<file path="config.mk">
export PLATFORM = sky130hd
export DESIGN_NAME = reg_bank_sequencer_flat
export DESIGN_NICKNAME = d
export VERILOG_FILES = /design/src/rtl/reg_bank_sequencer_if.sv /design/src/rtl/reg_bank_sequencer.sv /design/src/flat_wrapper.sv
export SDC_FILE = /design/constraint.sdc
export NUM_CORES = 1
export LEC_CHECK = 0
export BUFFER_PORTS_ARGS = -buffer_cell sky130_fd_sc_hd__buf_4
export CAP_MARGIN = 20
export CORE_MARGIN = 5
export CORE_UTILIZATION = 51
export DETAILED_ROUTE_END_ITERATION = 10
export MAX_ROUTING_LAYER = met4
export PLACE_DENSITY = 0.89
export SLEW_MARGIN = 20
export SYNTH_ARGS = -nofsm -noshare
export SYNTH_HDL_FRONTEND = slang
export SYNTH_SLANG_ARGS = --single-unit
</file>
<file path="constraint.sdc">
create_clock -name clk -period 2.03 [get_ports clk]
set_clock_uncertainty 0.1 [all_clocks]
set_input_delay 0.203 -clock clk [delete_from_list [all_inputs] [get_ports clk]]
set_output_delay 0.203 -clock clk [all_outputs]
set_load 0.03 [all_outputs]
</file>
<file path="src/rtl/reg_bank_sequencer_if.sv">
// reg_bank_sequencer_if -- signal bundle between the register-bank sequencer
// and its environment (command source, external register bank, byte sink).
//
// Signals:
//   start, mode, fillBase           command strobe, select (0 FILL / 1 DUMP), fill seed
//   busy, done                      sequencer status
//   readRegister1/2, readData1/2    bank read ports (data combinational from address)
//   writeRegister, writeData        bank write port (bank writes every rising edge)
//   outData, outValid, outReady     dump byte stream (valid/ready)
//
// Modports:
//   master  environment side (drives commands, bank read data, outReady)
//   slave   sequencer side
interface reg_bank_sequencer_if;
  logic       start;
  logic       mode;
  logic [7:0] fillBase;
  logic       busy;
  logic       done;
  logic [2:0] readRegister1;
  logic [2:0] readRegister2;
  logic [7:0] readData1;
  logic [7:0] readData2;
  logic [2:0] writeRegister;
  logic [7:0] writeData;
  logic [7:0] outData;
  logic       outValid;
  logic       outReady;

  modport master (
    output start, mode, fillBase, readData1, readData2, outReady,
    input  busy, done, readRegister1, readRegister2, writeRegister, writeData,
           outData, outValid
  );

  modport slave (
    input  start, mode, fillBase, readData1, readData2, outReady,
    output busy, done, readRegister1, readRegister2, writeRegister, writeData,
           outData, outValid
  );
endinterface

</file>
<file path="src/rtl/reg_bank_sequencer.sv">
// reg_bank_sequencer -- fills an external 8x8 register bank with a seeded
// ramp, or dumps it as a byte stream over a valid/ready handshake.
//
// Ports:
//   clk   single clock, rising edge
//   rstN  synchronous active-low reset
//   bus   reg_bank_sequencer_if.slave (command, bank ports, byte stream)
//
// Optional feature: define SEQ_CHECKSUM_EN to append a running XOR of the
// eight dumped bytes as a 9th stream byte (SUM state).
//
// The bank has no write enable, so outside FILL the write port is parked on
// register 0 with data 0, which keeps register 0 a constant-zero register.
module reg_bank_sequencer (
  input  logic                 clk,
  input  logic                 rstN,
  reg_bank_sequencer_if.slave  bus
);

  typedef enum logic [2:0] {
    IDLE,
    FILL,
    DUMP_RD,
    DUMP_OUT0,
    DUMP_OUT1,
`ifdef SEQ_CHECKSUM_EN
    SUM,
`endif
    DONE
  } state_t;

  state_t     state_q, state_d;
  logic [2:0] k_q, k_d;
  logic [1:0] p_q, p_d;
  logic [7:0] h0_q, h0_d;
  logic [7:0] h1_q, h1_d;
  logic [7:0] base_q, base_d;
`ifdef SEQ_CHECKSUM_EN
  logic [7:0] sum_q, sum_d;
`endif

  always_ff @(posedge clk) begin
    if (!rstN) begin
      state_q <= IDLE;
      k_q     <= '0;
      p_q     <= '0;
      h0_q    <= '0;
      h1_q    <= '0;
      base_q  <= '0;
`ifdef SEQ_CHECKSUM_EN
      sum_q   <= '0;
`endif
    end else begin
      state_q <= state_d;
      k_q     <= k_d;
      p_q     <= p_d;
      h0_q    <= h0_d;
      h1_q    <= h1_d;
      base_q  <= base_d;
`ifdef SEQ_CHECKSUM_EN
      sum_q   <= sum_d;
`endif
    end
  end

  always_comb begin
    state_d = state_q;
    k_d     = k_q;
    p_d     = p_q;
    h0_d    = h0_q;
    h1_d    = h1_q;
    base_d  = base_q;
`ifdef SEQ_CHECKSUM_EN
    sum_d   = sum_q;
`endif

    bus.busy          = (state_q != IDLE);
    bus.done          = 1'b0;
    bus.readRegister1 = '0;
    bus.readRegister2 = '0;
    bus.writeRegister = '0;
    bus.writeData     = '0;
    bus.outData       = '0;
    bus.outValid      = 1'b0;

    unique case (state_q)
      IDLE: begin
        if (bus.start) begin
          if (!bus.mode) begin
            state_d = FILL;
            k_d     = 3'd1;
            base_d  = bus.fillBase;
          end else begin
            state_d = DUMP_RD;
            p_d     = '0;
`ifdef SEQ_CHECKSUM_EN
            sum_d   = '0;
`endif
          end
        end
      end

      FILL: begin
        bus.writeRegister = k_q;
        bus.writeData     = base_q + {5'b0, k_q};
        if (k_q == 3'd7) state_d = DONE;
        else             k_d     = k_q + 3'd1;
      end

      DUMP_RD: begin
        bus.readRegister1 = {p_q, 1'b0};
        bus.readRegister2 = {p_q, 1'b1};
        h0_d    = bus.readData1;
        h1_d    = bus.readData2;
        state_d = DUMP_OUT0;
      end

      DUMP_OUT0: begin
        bus.outData  = h0_q;
        bus.outValid = 1'b1;
        if (bus.outReady) begin
          state_d = DUMP_OUT1;
`ifdef SEQ_CHECKSUM_EN
          sum_d   = sum_q ^ h0_q;
`endif
        end
      end

      DUMP_OUT1: begin
        bus.outData  = h1_q;
        bus.outValid = 1'b1;
        if (bus.outReady) begin
`ifdef SEQ_CHECKSUM_EN
          sum_d = sum_q ^ h1_q;
`endif
          if (p_q == 2'd3) begin
`ifdef SEQ_CHECKSUM_EN
            state_d = SUM;
`else
            state_d = DONE;
`endif
          end else begin
            p_d     = p_q + 2'd1;
            state_d = DUMP_RD;
          end
        end
      end

`ifdef SEQ_CHECKSUM_EN
      SUM: begin
        bus.outData  = sum_q;
        bus.outValid = 1'b1;
        if (bus.outReady) state_d = DONE;
      end
`endif

      DONE: begin
        bus.done = 1'b1;
        state_d  = IDLE;
      end

      default: state_d = IDLE;
    endcase
  end

endmodule

</file>
<file path="src/flat_wrapper.sv">
// flat-port wrapper written by rule: the top's interface ports become plain ports
module reg_bank_sequencer_flat 
  (clk, rstN, bus_start, bus_mode, bus_fillBase, bus_readData1, bus_readData2, bus_outReady, bus_busy, bus_done, bus_readRegister1, bus_readRegister2, bus_writeRegister, bus_writeData, bus_outData, bus_outValid);
  reg_bank_sequencer_if bus_i ();
  input  logic clk;
  input  logic rstN;
  input wire logic [$bits(bus_i.start)-1:0] bus_start;
  input wire logic [$bits(bus_i.mode)-1:0] bus_mode;
  input wire logic [$bits(bus_i.fillBase)-1:0] bus_fillBase;
  input wire logic [$bits(bus_i.readData1)-1:0] bus_readData1;
  input wire logic [$bits(bus_i.readData2)-1:0] bus_readData2;
  input wire logic [$bits(bus_i.outReady)-1:0] bus_outReady;
  output wire logic [$bits(bus_i.busy)-1:0] bus_busy;
  output wire logic [$bits(bus_i.done)-1:0] bus_done;
  output wire logic [$bits(bus_i.readRegister1)-1:0] bus_readRegister1;
  output wire logic [$bits(bus_i.readRegister2)-1:0] bus_readRegister2;
  output wire logic [$bits(bus_i.writeRegister)-1:0] bus_writeRegister;
  output wire logic [$bits(bus_i.writeData)-1:0] bus_writeData;
  output wire logic [$bits(bus_i.outData)-1:0] bus_outData;
  output wire logic [$bits(bus_i.outValid)-1:0] bus_outValid;
  assign bus_i.start = bus_start;
  assign bus_i.mode = bus_mode;
  assign bus_i.fillBase = bus_fillBase;
  assign bus_i.readData1 = bus_readData1;
  assign bus_i.readData2 = bus_readData2;
  assign bus_i.outReady = bus_outReady;
  assign bus_busy = bus_i.busy;
  assign bus_done = bus_i.done;
  assign bus_readRegister1 = bus_i.readRegister1;
  assign bus_readRegister2 = bus_i.readRegister2;
  assign bus_writeRegister = bus_i.writeRegister;
  assign bus_writeData = bus_i.writeData;
  assign bus_outData = bus_i.outData;
  assign bus_outValid = bus_i.outValid;
  reg_bank_sequencer u_core (.clk(clk), .rstN(rstN), .bus(bus_i));
endmodule
</file>
==> metrics.md <==
| Metric | Value |
|---|---|
| Synthesized instance count | 223 |
| GRT Total Usage | 0.224 |
| Vias per inst | 5.53 |
| Final worst slack | -174 ps |
| Pin count of the biggest net entering global routing | 37 |
| Filler cell count | 235 |
| Synth Warn # | 0 |
| Max H-tree Level | 2 |
| TritonCTS Buffers | 5 |
| Synth top cells by count | 43 x nand2_1, 32 x dfxtp_1, 17 x a21boi_0 |
| Die area | 4840 µm² |
| CP startpoint | u_core.k_q[2] |
| Failing checks | negative setup slack |
| WL/cell | 15.7 µm |
| Share of cells above drive strength 1 | 0.371 |
| Tcrit/Tclk final | 1.09 |
| Worst Setup Start Kind | register |
| Hpwl dp | 3.25 mm |
| Gr ovfl total | 0 |
| Antenna-violating nets left | 0 |
| # port buffers | 55 |
| Core Rows | 21 |
| ANT cells | 0 |
| Initial DRC count | 95 |
| Die width | 69.6 µm |
| Tmin final | 2200 ps |
| Pwr Total | 1.48 mW |
| # setup viols final | 5 |
| RSZ-0062 raised after global routing | true |
| Initial Util | 0.534 |
| Cell taking the most area after synthesis | dfxtp_1 |
| Core area | 3390 µm² |
| DRC | 0 |
| Critical hold path startpoint | bus_readData1[3] |
| CTS clk-pin slew, worst paths | 100 ps |
| #FFs+latches synth | 32 |
| Clock Sinks | 32 |
| Ports | 57 |
| Post-synth top area share | 0.354 |
| Worst endpoint required time | 1730 ps |
| Area Overhead vs Synth | 42.7% |
| P_leak | 1.04 nW |
| Global-route wire length before repair | 8.74 mm |
| Max Cap Violations | 0 |
| Crit path DAT | 1900 ps |
| WP buf/inv | 1 |
| CP cell instances | ha_4, a21oi_4, a2111o_1, o21ai_1, buf_4 |
| Max frequency | 454 MHz |
| PD cells | 572 nW/µm² |
| Final hold violations | 0 |
| Yosys cell types | 44 |
| Place WS | 31.6 ps |
| Worst R2R Start | u_core.k_q[0] |
| Initial antenna violation count | 0 |
| Non-Filler Instances | 337 |
| Cell area after synthesis | 1810 µm² |
| Placed cell count | 316 |
| Setup CP Type | reg2out |
| Drt total wl | 5.28 mm |
| Largest fanout on the critical path | 5 |
| CTS Root Cell | clkbuf_4 |
| Synth area leaders | dfxtp_1 35%, nand2_1 8.9%, a21boi_0 7.1%, ha_1 4.1%, o21ai_0 3.6% |
| Slew Limit Fails | 0 |
| Sequential fraction of the synthesis area | 0.354 |
| Max VDD drop | 0.358 mV |
| Slew @ Worst Pin | 672 ps |
| CTS tree | yes |
| Die height | 69.6 µm |
| Slew headroom | 0.551 |
| Top-count cell post-synth | nand2_1 |
| Vias | 1,865 |
| Vias in the first global route | 1,943 |
| Synthesized area per cell | 8.11 µm² |
| CP delay by family, top | compound AO/OA/AOI/OAI gates |
| Post-synth EDFFs | 0 |
| CP max stage cell | a2111o_1 |
| Endpoint type of the worst setup path | output pin |
| Worst min path class | in2reg |
| Clk_lat worst skew | 330 ps |
| Buffer depth of the longest clock path | 2 |
| Async SR Flop Fraction | 0 |
| Status | finished with violations |
| Pre-antenna DRT Iters | 4 |
| Max incr delay on CP | 440 ps |
| Synth Net Count | 259 |
| Nets@finish | 326 |
| RePlAce Congestion | 0.819 |
| Main synth FF type | dfxtp_1 |
[report_power, final]
part / leakage, nW / internal, mW / switching, mW
Clock: 0.0412 / 0.257 / 0.224
Combinational: 0.735 / 0.147 / 0.165
Sequential: 0.264 / 0.657 / 0.0286
[final cells by class]
type	count	area (µm²)	area share
multi-input cells	171	1170	0.452
flip-flops and latches	32	654	0.253
repair buffers	76	606	0.234
well taps	46	57.6	0.0223
clock inverters	3	42.5	0.0165
clock buffers	5	37.5	0.0145
inverters	4	17.5	0.00678
[kinds of logic (layout without fill, tap and decap cells)]
logic type                 Yosys count  after routing  synth area share
adders and majority gates            7              7            0.0526
muxes                                1              1           0.00553
buffers and inverters               20             88            0.0560
other                                1              1           0.00207
DFF                                 32             32             0.354
AOI/OAI and AO/OA                   68             68             0.262
and+or+nand+nor                     93             93             0.263
xor gates and xnor gates             1              1           0.00484
[sequential cells by signal, summed over array words and instances, names as in the netlist]
| name | cells |
|---|---|
| u_core.base_q | 8 |
| u_core.h0_q | 8 |
| u_core.h1_q | 8 |
| u_core.k_q | 3 |
| u_core.p_q | 2 |
| u_core.state_q | 3 |
[stage by stage]
step           utilization  cell area [µm²]  TNS [ps]  hold slack [ps]
2_1_floorplan            -             1810         0              238
3_3_place_gp         0.667             2260         0              341
3_5_place_dp         0.667             2260         0              349
4_1_cts              0.743             2520      -350             4.26
5_1_grt              0.762             2580      -840             5.59
6_report             0.762             2580      -547             20.1
[final timing paths]
kind,cells after the start,slack [ps],end
worst max register to register,6,440,u_core.state_q[1]
worst max-delay path,5,-170,bus_writeData[7]
worst min register to register,2,360,u_core.h1_q[6]
worst min-delay path,3,20,u_core.h0_q[3]
[tightest hold or removal path: stages]
cell	delay, ps
buf_4	110
nand2_1	40
a21boi_0	60
[routing by layer]
layer	global-route usage	vias to the layer above	share of wire	wire (µm)
met5	-	-	0	0
met4	0.0933	0	0.021	113
met3	0.0638	15	0.064	340
met2	0.383	78	0.51	2720
met1	0.243	851	0.40	2110
li1	-	921	-	-
[what timing repair did]
action | in CTS | in global routing
endpoints found under the hold margin | 3 | 2
hold buffers | 3 | 2
setup buffers | 7 | 1
pin swaps | 8 | 4
setup endpoints to repair | 14 | 12
gates resized for setup | 25 | 10
[placed cells by master (no fill, tap or decap), types with 2 or more instances in the layout]
cell type and count:
a21oi_2 2, a2111o_1 2, nand3b_1 2, and2_4 2, dfxtp_4 2, o21ai_1 4, nor3b_2 2, buf_4 65
dfxtp_2 5, a21boi_1 7, nand2b_1 7, ha_1 3, inv_1 3, nand2_1 43, o21ai_0 9, and2_1 5
o22ai_1 5, ha_4 3, nor2_1 3, nand3_1 10, dfxtp_1 25, a21oi_4 2, or3_1 2, a21boi_0 17
clkbuf_4 5, a21oi_1 6, nor2b_1 2, a22o_1 7, buf_6 6, dlygate4sd3_1 5, or3b_4 2, nor3_1 4
Power figures use the tool's default switching activity.
